`src/rtl/vga_pkg.sv`:
```
// Shared types and defaults for the text overlay path.
//   wr_cmd_e   : command encoding on the character buffer write port
//   state_e    : character buffer controller states
//   TEXT_COLS / TEXT_ROWS / CLEAR_CHAR : default grid geometry and fill code
package vga_pkg;

  typedef enum logic [1:0] {
    CMD_CHAR    = 2'd0,
    CMD_NEWLINE = 2'd1,
    CMD_SETCUR  = 2'd2,
    CMD_CLEAR   = 2'd3
  } wr_cmd_e;

  typedef enum logic {
    ST_IDLE  = 1'b0,
    ST_CLEAR = 1'b1
  } state_e;

  localparam int         TEXT_COLS  = 16;
  localparam int         TEXT_ROWS  = 16;
  localparam logic [6:0] CLEAR_CHAR = 7'h20;

endpackage

```
`src/rtl/text_ram.sv`:
```
// 256x7 simple dual-port RAM holding the character grid.
//   i_clk          : clock
//   i_we/i_waddr/i_wdata : synchronous write port
//   i_raddr/o_rdata      : synchronous read port, read-first on collision
// No reset so it maps onto block RAM.
module text_ram (
  input  logic       i_clk,
  input  logic       i_we,
  input  logic [7:0] i_waddr,
  input  logic [6:0] i_wdata,
  input  logic [7:0] i_raddr,
  output logic [6:0] o_rdata
);

  logic [6:0] r_mem [256];

  // Both updates are non-blocking, so a same-address read sees the old word.
  always_ff @(posedge i_clk) begin
    if (i_we) r_mem[i_waddr] <= i_wdata;
    o_rdata <= r_mem[i_raddr];
  end

endmodule

```
`src/rtl/char_text_buffer.sv`:
```
// Character-cell text memory for the text overlay.
//   clk, rst          : pixel clock, async active-high reset
//   char_xy/char_code : read cell {row,col}, code returned one cycle later
//   wr_valid/wr_ready : command handshake; wr_cmd/wr_data carry the command
//   cursor            : write cursor {row,col}
//   busy              : self-clear in progress (after reset or CMD_CLEAR)
module char_text_buffer
  import vga_pkg::*;
#(
  parameter int         COLS       = TEXT_COLS,
  parameter int         ROWS       = TEXT_ROWS,
  parameter logic [6:0] CLEAR_CHAR = vga_pkg::CLEAR_CHAR
) (
  input  logic       clk,
  input  logic       rst,
  input  logic [7:0] char_xy,
  output logic [6:0] char_code,
  input  logic       wr_valid,
  output logic       wr_ready,
  input  logic [1:0] wr_cmd,
  input  logic [7:0] wr_data,
  output logic [7:0] cursor,
  output logic       busy
);

  localparam logic [3:0] LAST_COL = 4'(COLS - 1);
  localparam logic [3:0] LAST_ROW = 4'(ROWS - 1);

  state_e     r_state;
  logic [7:0] r_clr_cnt;
  logic [7:0] r_cursor;
  logic       r_busy;
  logic       r_ready;
  logic       r_rd_vld;
  logic       r_rd_oor;

  logic       w_accept;
  wr_cmd_e    w_cmd;
  logic [3:0] w_col, w_row, w_next_row, w_set_col, w_set_row;
  logic       w_we;
  logic [7:0] w_waddr;
  logic [6:0] w_wdata;
  logic [6:0] w_ram_q;

  assign w_accept   = wr_valid & r_ready;
  assign w_cmd      = wr_cmd_e'(wr_cmd);
  assign w_col      = r_cursor[3:0];
  assign w_row      = r_cursor[7:4];
  assign w_next_row = (w_row == LAST_ROW) ? 4'd0 : w_row + 4'd1;
  // Clamp SETCUR fields to the visible grid (8-bit compare avoids a
  // degenerate constant comparison at the 16x16 default).
  assign w_set_col  = ({4'd0, wr_data[3:0]} >= 8'(COLS)) ? LAST_COL : wr_data[3:0];
  assign w_set_row  = ({4'd0, wr_data[7:4]} >= 8'(ROWS)) ? LAST_ROW : wr_data[7:4];

  // Single RAM write port shared by the clear sweep and CMD_CHAR.
  // The cursor is always inside the visible grid, so CMD_CHAR never
  // lands on an out-of-range cell.
  always_comb begin
    w_we    = 1'b0;
    w_waddr = r_clr_cnt;
    w_wdata = CLEAR_CHAR;
    if (r_state == ST_CLEAR) begin
      w_we = 1'b1;
    end else if (w_accept && w_cmd == CMD_CHAR) begin
      w_we    = 1'b1;
      w_waddr = r_cursor;
      w_wdata = wr_data[6:0];
    end
  end

  always_ff @(posedge clk or posedge rst) begin
    if (rst) begin
      r_state   <= ST_CLEAR;
      r_clr_cnt <= 8'd0;
      r_cursor  <= 8'd0;
      r_busy    <= 1'b1;
      r_ready   <= 1'b0;
    end else begin
      case (r_state)
        ST_CLEAR: begin
          r_clr_cnt <= r_clr_cnt + 8'd1;
          if (r_clr_cnt == 8'hFF) begin
            r_state  <= ST_IDLE;
            r_cursor <= 8'd0;
            r_busy   <= 1'b0;
            r_ready  <= 1'b1;
          end
        end
        default: begin
          if (w_accept) begin
            case (w_cmd)
              CMD_CHAR: begin
                if (w_col == LAST_COL) r_cursor <= {w_next_row, 4'd0};
                else                   r_cursor <= {w_row, w_col + 4'd1};
              end
              CMD_NEWLINE: r_cursor <= {w_next_row, 4'd0};
              CMD_SETCUR:  r_cursor <= {w_set_row, w_set_col};
              default: begin
                r_state   <= ST_CLEAR;
                r_clr_cnt <= 8'd0;
                r_busy    <= 1'b1;
                r_ready   <= 1'b0;
              end
            endcase
          end
        end
      endcase
    end
  end

  // The RAM output register has no reset; these flags supply the reset
  // value of char_code and the out-of-range mask in the same read cycle.
  always_ff @(posedge clk or posedge rst) begin
    if (rst) begin
      r_rd_vld <= 1'b0;
      r_rd_oor <= 1'b0;
    end else begin
      r_rd_vld <= 1'b1;
      r_rd_oor <= ({4'd0, char_xy[3:0]} >= 8'(COLS)) ||
                  ({4'd0, char_xy[7:4]} >= 8'(ROWS));
    end
  end

  text_ram u_ram (
    .i_clk   (clk),
    .i_we    (w_we),
    .i_waddr (w_waddr),
    .i_wdata (w_wdata),
    .i_raddr (char_xy),
    .o_rdata (w_ram_q)
  );

  assign char_code = !r_rd_vld ? 7'd0 : (r_rd_oor ? CLEAR_CHAR : w_ram_q);
  assign wr_ready  = r_ready;
  assign cursor    = r_cursor;
  assign busy      = r_busy;

endmodule

```
`config.mk`:
```
export PLATFORM = sky130hd
export DESIGN_NAME = char_text_buffer
export DESIGN_NICKNAME = d
export VERILOG_FILES = /design/src/rtl/vga_pkg.sv /design/src/rtl/text_ram.sv /design/src/rtl/char_text_buffer.sv
export SDC_FILE = /design/constraint.sdc
export NUM_CORES = 2
export LEC_CHECK = 0
export CAP_MARGIN = 20
export CORE_MARGIN = 2
export CORE_UTILIZATION = 63
export CTS_BUF_LIST = sky130_fd_sc_hd__clkbuf_16
export CTS_CLUSTER_DIAMETER = 150
export CTS_CLUSTER_SIZE = 30
export DETAILED_ROUTE_END_ITERATION = 16
export DONT_BUFFER_PORTS = 1
export PLACE_DENSITY = 0.75
export SYNTH_ARGS = -nofsm -noshare
export SYNTH_HDL_FRONTEND = slang
export SYNTH_HIERARCHICAL = 1
export SYNTH_SLANG_ARGS = --single-unit
export TNS_END_PERCENT = 100
```
`constraint.sdc`:
```
create_clock -name clk -period 6.4 [get_ports clk]
set_input_delay 1.28 -clock clk [delete_from_list [all_inputs] [get_ports clk]]
set_output_delay 1.28 -clock clk [all_outputs]
set_load 0.005 [all_outputs]
```
==> results.json <==
{
  "status": "finished, violations left",
  "failed_checks": "slew limit",
  "synthesis.area_mm2": 0.0716,
  "cts_buffers": 70,
  "worstReg2RegStart": "r_state",
  "grt_use_met3_pct": 6.68,
  "p_total_w": 0.0186,
  "synth_common_cells": "edfxtp_1 (1792), mux4_2 (380), nor2_1 (301), mux2i_1 (158), clkbuf_1 (90)",
  "rsz0062_at_grt": "no",
  "ff2ff_path_depth": 8,
  "clkSlewWorstSetupHoldPaths_ns": 0.11,
  "worstSkewPairLatency_ns": 0.69,
  "setup-tns-final_ns": 0,
  "synthFlopType": "edfxtp_1",
  "grt_max_degree": 513,
  "p_comb_share_pct": 2.1,
  "post_cts_buffers": 0,
  "ys_types": 77,
  "cp_slowest_stage_delay_ns": 1.29,
  "endpoint_kind": "register",
  "rr_endpoint": "u_ram/r_mem[242][5]",
  "synth.area.top_cells": "edfxtp_1 (75%), mux4_2 (12%), mux2i_1 (2.2%)",
  "worst_pin_slew_ns": 2.37,
  "num_vias": 35900,
  "pin_count": 38,
  "synth_top_cell_by_area": "edfxtp_1",
  "use_met2_pct": 45.6,
  "clockBufferDepth": 3,
  "die_w_um": 341,
  "power.leakage_nw": 19.5,
  "avgRoutedWirePerCell_um": 34.5,
  "grt_pass1_vias": 35100,
  "cp_num_buf_inv": 0,
  "cp_top_family": "multiplexers",
  "internal_power_w": 0.0151,
  "slew-limit-headroom_pct": -57.8,
  "syn-instance-count": 3531,
  "cts_sinks": 1819,
  "setup_viol": 0,
  "max_freq_mhz": 211,
  "min_period_ns": 4.73,
  "htree_levels": 3,
  "fin_skew_ns": 0.0349,
  "post-synth-top-area-fraction_pct": 75.1,
  "power.density_mw_per_mm2": 250,
  "crit_required_ns": 6.92,
  "yosys_register_bits": 1819,
  "async_reset_ff_share_pct": 1.10,
  "fin_nets": 3474,
  "layout-drive-gt1-share_pct": 16.0,
  "grt_pass1_wl_um": 248000,
  "drc": 0,
  "p_sw_share_pct": 18.8,
  "root_buffer": "clkbuf_16",
  "hold_violations": 0,
  "cts-resized-gates": 0,
  "ctsHoldBuffers": 0,
  "gr-usage-met1_pct": 44.1,
  "n_fill_cell": 7042,
  "seq_area_frac_synth_pct": 76.0,
  "dr.pass1.iters": 7,
  "drt_iter0_markers": 5898,
  "viasPerCell": 7.23,
  "portBuffers": 0,
  "grt_usage_pct": 29.8,
  "cts_tree": "done",
  "power_frac_clock_pct": 28.9,
  "cp-start-kind": "input pin",
  "fp.dieH_um": 341,
  "min_from": "busy",
  "hold_path.class": "register to register",
  "gp_congestion": 0.914,
  "postLayoutCellArea_mm2": 0.0746,
  "ir_drop_mv": 0.209,
  "hold_end": "busy",
  "drt-total-wl_um": 171000,
  "placementRows": 123,
  "period_share_pct": 73.9,
  "placed_area_mm2": 0.0726,
  "syn_nets": 3559,
  "syn_avg_cell_area_um2": 20.3,
  "antenna_found_initial": 6,
  "hpwl_um": 103000,
  "fin_util_pct": 66.2,
  "area_growth_pct": 4.15,
  "crit_chain": "mux4_2, mux2i_1, o2111ai_1, nor3_1, nor4_1",
  "worstSetupPathType": "input pin to register",
  "grt-busiest-layer": "met2",
  "seqPwrFrac_pct": 69.0,
  "cp.arrival_ns": 5.26,
  "rrSetupSlack_ns": 1.78,
  "drtAntennaViolNets": 0,
  "synth_edf_count": 1792,
  "yosysWarnings": 6,
  "drv_cap": 0,
  "grt-ovfl-total": 0,
  "hold_path_depth": 2,
  "drv_slew": 317,
  "start_util_pct": 63.6,
  "design.core.area_mm2": 0.113,
  "fp.dieArea_mm2": 0.116,
  "crit_path_top_delay_cell": "mux4_2",
  "synth.most_common_cell": "edfxtp_1",
  "crit_fanout": 512,
  "power_switching_w": 0.00351
}
## cell families after synthesis
kind of cell               after synthesis  synth area share [%]
AOI/OAI and AO/OA                      321                  3.26
xor gates and xnor gates                 2                0.0245
adders and majority gates                7                 0.122
buffers and inverters                  221                  2.02
DFF                                   1819                  76.0
muxes                                  560                  14.7
other                                    1               0.00524
and+or+nand+nor                        600                  3.81
## power groups by stage
stage / Combinational [W] / Clock [W] / Sequential (W)
2_1_floorplan: 0.000439 / 0 / 0.0131
3_3_place_gp: 0.000361 / 0 / 0.0131
3_5_place_dp: 0.000365 / 0 / 0.0131
4_1_cts: 0.000366 / 0.00546 / 0.0129
5_1_grt: 0.000400 / 0.00583 / 0.0129
6_report: 0.000391 / 0.00538 / 0.0129
## flip-flops by register name (all words and copies together) (netlist names)
signal / cells
cursor: 8
r_state: 1
u_ram/o_rdata: 7
wr_ready: 1
r_clr_cnt: 8
busy: 1
u_ram/r_mem: 1792
r_rd_vld: 1
## final cells by class
class	count	area [um^2]	share of cell area, %
Sequential cell	1819	54500	73.0
Clock buffer	72	1800	2.42
Clock inverter	23	126	0.169
Multi-Input combinational cell	1491	15800	21.1
Tap cell	1500	1880	2.52
Timing Repair Buffer	53	528	0.708
Antenna cell	1	2.50	0.00335
Inverter	11	41.3	0.0554
## cells in the final DEF (no fill, tap or decap), types with 6 or more instances in the layout
cell type	synthesis	routed
and3_4	0	6
o21ai_0	17	17
dfrtp_1	18	18
nand2b_1	15	14
o221ai_1	6	6
a22o_1	18	18
a22oi_1	63	63
a221oi_1	20	20
nand2_1	88	87
nor2_1	301	300
buf_4	21	42
mux4_2	380	380
a21o_1	7	7
a2111oi_0	8	8
inv_1	10	28
o2111ai_1	14	14
nor2b_1	19	19
o21ai_1	6	6
a21oi_1	56	56
buf_12	11	9
dfxtp_1	7	7
nand4_1	10	10
nor3b_1	10	10
o211a_1	6	6
nor4_1	35	35
mux2_2	9	9
nor3_1	40	40
and2_1	13	13
o22ai_1	67	67
a2111oi_2	6	6
nand3_1	45	45
edfxtp_1	1792	1792
mux4_1	10	10
mux2i_1	158	158
clkbuf_16	0	72
ha_1	7	7
## worst register-to-register path: cells and delay by family (launching register included)
family | cells | cell delay [ns]
buffers and inverters | 2 | 0.70
flip-flops | 1 | 0.81
multiplexers | 1 | 0.45
AND/OR/NAND/NOR | 5 | 2.29
## how the worst max path moves through the flow
| stage | slack (ns) | depth (start not counted) | endpoint | from |
|---|---|---|---|---|
| 4_1_cts | 1.94 | 8 | u_ram/r_mem[242][6] | r_state |
| 5_1_grt | 1.56 | 5 | u_ram/o_rdata[5] | char_xy[0] |
| 6_report | 1.67 | 5 | u_ram/o_rdata[1] | char_xy[0] |
| 3_5_place_dp | 1.44 | 8 | u_ram/r_mem[183][2] | wr_cmd[1] |
| 2_1_floorplan | 0.54 | 4 | u_ram/r_mem[0][0] | wr_cmd[0] |
| 3_3_place_gp | 1.58 | 9 | u_ram/r_mem[226][5] | wr_cmd[0] |
## per-stage QoR
step / hold slack (ns) / cells / setup WS (ns)
after floorplan: 0.467 / 3531 / 0.544
after global placement: 0.539 / 4872 / 1.58
after detailed placement: 0.534 / 4872 / 1.44
after CTS: 0.550 / 4967 / 1.94
after global routing: 0.560 / 4969 / 1.56
final: 0.557 / 4970 / 1.67
## routing by layer
metal	vias up	part of all wire, %
li1	14300	-
met4	2	3.1
met1	18600	37
met3	312	13
met5	-	0.089
met2	2707	47
No activity file was read; power rests on OpenSTA's default activity.
